===== config.mk =====
export PLATFORM = sky130hd
export DESIGN_NAME = sparse_write_buffer
export DESIGN_NICKNAME = d
export VERILOG_FILES = /design/src/rtl/sparse_write_buffer.sv
export SDC_FILE = /design/constraint.sdc
export NUM_CORES = 1
export LEC_CHECK = 0
export ABC_CLOCK_PERIOD_IN_PS = 3000
export CORE_MARGIN = 1.5
export CORE_UTILIZATION = 40
export DETAILED_ROUTE_END_ITERATION = 12
export SLEW_MARGIN = 20
export SYNTH_ARGS = -nofsm -noshare
export SYNTH_HDL_FRONTEND = slang
export SYNTH_SLANG_ARGS = --single-unit

===== constraint.sdc =====
create_clock -name clk -period 3 [get_ports clk]
set_input_delay 0.6 -clock clk [delete_from_list [all_inputs] [get_ports clk]]
set_output_delay 0.6 -clock clk [all_outputs]
set_load 0.05 [all_outputs]

===== src/rtl/sparse_write_buffer.sv =====
`default_nettype none
// ============================================================================
// Module      : sparse_write_buffer
// Description : Reorder buffer. Slots are allocated in order (alloc_ptr is the
//               granted slot), filled by pointer in any order, and drained in
//               allocation order as soon as the head slot has been written.
// Revision    : 1.0 - initial release
// ----------------------------------------------------------------------------
// Ports
//   clk, rst       : rising-edge clock, synchronous active-high reset
//   alloc_valid    : request the next slot
//   alloc_enable   : a slot is free (buffer not full)
//   alloc_ptr      : slot granted when alloc_valid & alloc_enable
//   write_valid    : write request (always accepted, never stalled)
//   write_ptr      : target slot of the write
//   write_data     : data stored into the target slot
//   write_error    : one-cycle pulse, previous write was rejected
//   drain_valid    : head slot holds written data
//   drain_enable   : consumer takes the head entry
//   drain_data     : head data, zero when drain_valid is low
//   entry_alloc    : per-slot allocated flags
//   entry_valid    : per-slot written flags
//   count          : number of allocated slots, 0..SWB_DEPTH
// ============================================================================
module sparse_write_buffer #(
    parameter int SWB_DEPTH = 16,
    parameter int SWB_WIDTH = 8
) (
    input  logic                         clk,
    input  logic                         rst,
    input  logic                         alloc_valid,
    output logic                         alloc_enable,
    output logic [$clog2(SWB_DEPTH)-1:0] alloc_ptr,
    input  logic                         write_valid,
    input  logic [$clog2(SWB_DEPTH)-1:0] write_ptr,
    input  logic [SWB_WIDTH-1:0]         write_data,
    output logic                         write_error,
    output logic                         drain_valid,
    input  logic                         drain_enable,
    output logic [SWB_WIDTH-1:0]         drain_data,
    output logic [SWB_DEPTH-1:0]         entry_alloc,
    output logic [SWB_DEPTH-1:0]         entry_valid,
    output logic [$clog2(SWB_DEPTH):0]   count
);

    localparam int AW = $clog2(SWB_DEPTH);
    localparam int PW = AW + 1;
    localparam logic [SWB_DEPTH-1:0] ONE_HOT_0 = {{(SWB_DEPTH-1){1'b0}}, 1'b1};

    // Pointers carry an extra wrap bit so full and empty are distinguishable.
    logic [PW-1:0]        r_head;
    logic [PW-1:0]        r_tail;
    logic [SWB_DEPTH-1:0] r_alloc;
    logic [SWB_DEPTH-1:0] r_valid;
    logic                 r_write_error;
    logic [SWB_WIDTH-1:0] r_mem [SWB_DEPTH];

    logic [AW-1:0]        w_head_slot;
    logic [AW-1:0]        w_tail_slot;
    logic                 w_full;
    logic                 w_alloc_fire;
    logic                 w_drain_fire;
    logic                 w_write_ok;
    logic [SWB_DEPTH-1:0] w_alloc_set;
    logic [SWB_DEPTH-1:0] w_valid_set;
    logic [SWB_DEPTH-1:0] w_drain_clr;

    assign w_head_slot = r_head[AW-1:0];
    assign w_tail_slot = r_tail[AW-1:0];
    assign w_full      = (w_head_slot == w_tail_slot) && (r_head[AW] != r_tail[AW]);

    // Full-plus-drain does not free a slot until the next cycle: alloc_enable
    // is derived from registered pointers only.
    assign w_alloc_fire = alloc_valid & ~w_full;

    // An empty buffer has an unallocated, hence unwritten, head slot, so
    // drain_enable is naturally ignored there.
    assign w_drain_fire = r_valid[w_head_slot] & drain_enable;

    // Flags are checked before this cycle's alloc takes effect, which makes a
    // write to the slot being allocated this cycle illegal. A write to the
    // head while it drains is illegal too, because the head is already valid.
    assign w_write_ok = write_valid & r_alloc[write_ptr] & ~r_valid[write_ptr];

    always_comb begin
        w_alloc_set = '0;
        w_valid_set = '0;
        w_drain_clr = '0;
        if (w_alloc_fire) begin
            w_alloc_set = ONE_HOT_0 << w_tail_slot;
        end
        if (w_write_ok) begin
            w_valid_set = ONE_HOT_0 << write_ptr;
        end
        if (w_drain_fire) begin
            w_drain_clr = ONE_HOT_0 << w_head_slot;
        end
    end

    // Control state: pointers, flags and the error pulse.
    always_ff @(posedge clk) begin
        if (rst) begin
            r_head        <= '0;
            r_tail        <= '0;
            r_alloc       <= '0;
            r_valid       <= '0;
            r_write_error <= 1'b0;
        end else begin
            if (w_alloc_fire) begin
                r_tail <= r_tail + PW'(1);
            end
            if (w_drain_fire) begin
                r_head <= r_head + PW'(1);
            end
            // Set and clear masks never overlap: alloc targets a free slot,
            // a legal write targets a non-head-valid slot.
            r_alloc       <= (r_alloc | w_alloc_set) & ~w_drain_clr;
            r_valid       <= (r_valid | w_valid_set) & ~w_drain_clr;
            r_write_error <= write_valid & ~w_write_ok;
        end
    end

    // Storage has no reset; validity comes from the flags alone.
    generate
        for (genvar gi = 0; gi < SWB_DEPTH; gi++) begin : g_slot
            always_ff @(posedge clk) begin
                if (w_valid_set[gi]) begin
                    r_mem[gi] <= write_data;
                end
            end
        end
    endgenerate

    assign alloc_enable = ~w_full;
    assign alloc_ptr    = w_tail_slot;
    assign write_error  = r_write_error;
    assign drain_valid  = r_valid[w_head_slot];
    assign drain_data   = r_valid[w_head_slot] ? r_mem[w_head_slot] : '0;
    assign entry_alloc  = r_alloc;
    assign entry_valid  = r_valid;
    assign count        = r_tail - r_head;

endmodule

`default_nettype wire


==> metrics.txt <==
routed wire length 19,500 um; worst reg2reg path endpoint entry_alloc[7]$_SDFF_PP0_; WP data arrival 2.43 ns; f_max 330 MHz; Worst EP required 2.40 ns; vias per cell 5.84; startpoint types flop; Post-synth EDFFs 128; Total GRT Usage 20.7%; area of the multi-input gates 2600 sq um; first-pass GRT wire length 30,000 um; commonest non-fill, non-tap cell in the layout edfxtp_1; CP Buf/Inv Count 3; Placed Instances 784; r2r setup slk 0.73 ns; ys async rst share 0%; relative slew slack 52.4%; Non-Filler Instances 821; Vias 4,797; VDD IR max 0.000395 V; I/O pins 69; Antenna diodes 0; final hold vios 0; most used cell, CP mux4_2; yosys warns 0; # DRC 0; cell type with the largest total area after synthesis edfxtp_1; hold worst-path end r_tail[4]$_SDFFE_PP0P_; number of buffers on the longest clock path 2; register area share after synthesis 62.6%; Slew @ Worst Pin 0.712 ns; worst reg2reg startpoint r_head[2]$_SDFFE_PP0P_; Place WS 0.0359 ns; Final Util 50.7%; Finished Cell Area 9480 sq um; GRT Residual Overflow 0; root buffer cell clkbuf_16; CP max stage cell mux4_2; register clock-pin slew on the reported worst setup and hold paths 0.07 ns; # hold bufs at CTS 0; initial drt markers 318; ANT nets after route 0; GP Congestion 0.894; Placement Cell Area 8710 sq um; row count 50; maximum number of pins on one net before global-route repair 33; Cells on Worst Hold Path 2; fillers 1,539; Final Max Slew Viols 0; hold wc startpoint r_tail[4]$_SDFFE_PP0P_; I/O Buffers 68; TritonCTS buffer count 17; failing checks negative setup slack; PD cells 611 nW/um^2; Sequential Area 4790 sq um; syn nets 516; setup ws final -0.0333 ns; Crit Path Category reg -> out; Die Span Y 141 um; delay-heaviest family, CP multiplexers; # H-tree levels 4; crit end category output pin; max cap viols 0; top cells by area, synth edfxtp_1, dfxtp_1, mux4_2; 1st-pass router iterations 5; Die Wd 141 um; outcome finished, violations left; Static Leakage 3.07 nW; drt wl/cell 23.8 um; leading cell types in the layout, fill and taps excluded edfxtp_1, clkdlybuf4s50_1, dfxtp_1; worst reg2reg path depth 8; die area 19,900 sq um; area delta synth->final 24.0%; HPWL Detailed 12,800 um; Synth cell types 52; unrepaired setup endpoints after global routing yes; CTS tree done; Post-Syn Area 7640 sq um; Final #Nets 608; Seq cells post-synth 175; clock sink count 175; initial core utilization 40.9%; Min Hold Slack 0.536 ns; crit-path max FO 8; crit path time final 3.03 ns; part of the cycle the worst path needs 101%; Post-synth top flop edfxtp_1; clk_lat worst skew 0.43 ns; Final setup viols 7; cell count after synthesis 482; Worst path max stage delay 0.54 ns; min-delay worst type reg -> reg; Setup Skew 0.0132 ns; Synth top area share 50.3%; initial antenna violation count 0; share of post-route cells with drive strength above 1 23.9%; CP Cell Sequence buf_12, buf_16, mux4_2, mux4_2, nor2b_4, buf_6; vias in the first global route 4,948; Avg Cell Area, Syn 15.9 sq um; Core ar. 18,700 sq um
[cells in the mapped netlist (all sizes together), types with 9 or more instances]
master,number
a311oi,33
nor2,32
nor3,9
buf,21
clkbuf,12
nand2,12
ha,16
inv,13
edfxtp,128
dfxtp,47
a31oi,20
mux4,44
nor2b,19
[per-stage QoR]
stage / TNS [ns] / total power, mW
final: -0.0954 / 5.79
after CTS: -0.364 / 5.83
after floorplan: 0 / 3.19
after global placement: 0 / 3.44
after detailed placement: 0 / 3.44
after global routing: -0.603 / 5.97
[per-layer routing]
layer	GRT usage [%]	vias to the layer above	wire [um]
met1	28.0	2422	8310
met5	0	-	0
met4	7.73	0	507
met3	5.03	26	1270
met2	32.6	225	9410
li1	-	2124	-
[worst max path at each step]
stage	from	end	slack [ns]	cells past startpoint
2_1_floorplan	r_head[0]$_SDFFE_PP0P_	count[4]	0.26	6
3_3_place_gp	write_ptr[1]	entry_valid[3]$_SDFF_PP0_	0.02	6
3_5_place_dp	write_ptr[1]	entry_valid[3]$_SDFF_PP0_	0.04	7
4_1_cts	flop	drain_data[6]	-0.05	6
5_1_grt	flop	drain_data[1]	-0.09	6
6_report	flop	drain_data[1]	-0.03	6
[flip-flops by register name, summed over array words and instances, names as in the netlist, named ones only]
signal,flops
r_tail,5
write_error,1
entry_valid,16
entry_alloc,16
r_head,5
r_mem,128
[what timing repair did]
| item | 4_1_cts | 5_1_grt |
|---|---|---|
| gates cloned | 3 | 0 |
| resized for setup | 29 | 13 |
| setup buffers | 2 | 0 |
| setup endpoints to repair | 9 | 10 |
[tightest hold or removal path, stage by stage (launching register included)]
cell and delay [ns]:
dfxtp_1 0.36, xor2_1 0.08, nor2_1 0.07
[layout make-up]
| cell class | count | area share [%] |
|---|---|---|
| Multi-Input combinational cell | 260 | 27.4 |
| Tap cell | 234 | 3.09 |
| Clock buffer | 17 | 4.49 |
| Sequential cell | 175 | 50.5 |
| Timing Repair Buffer | 106 | 11.8 |
| Inverter | 14 | 0.554 |
| Clock inverter | 15 | 2.13 |
[cells by family (layout without fill, tap and decap cells)]
family	after synthesis	after routing	share of synthesized area, %
buffers and inverters	47	152	3.36
XOR/XNOR	7	7	0.802
AO/OA/AOI/OAI	79	79	7.79
adder cells (fa/ha/maj)	17	17	2.88
AND/OR/NAND/NOR	101	101	6.97
flip-flops	175	175	62.6
multiplexers	56	56	15.6
[report_power, final]
part	internal [mW]	switching [mW]	leakage [nW]
Sequential	2.61	0.0260	1.53
Clock	1.34	0.973	0.297
Combinational	0.359	0.483	1.24
Total	4.31	1.48	3.07
No activity file was read; power rests on OpenSTA's default activity.
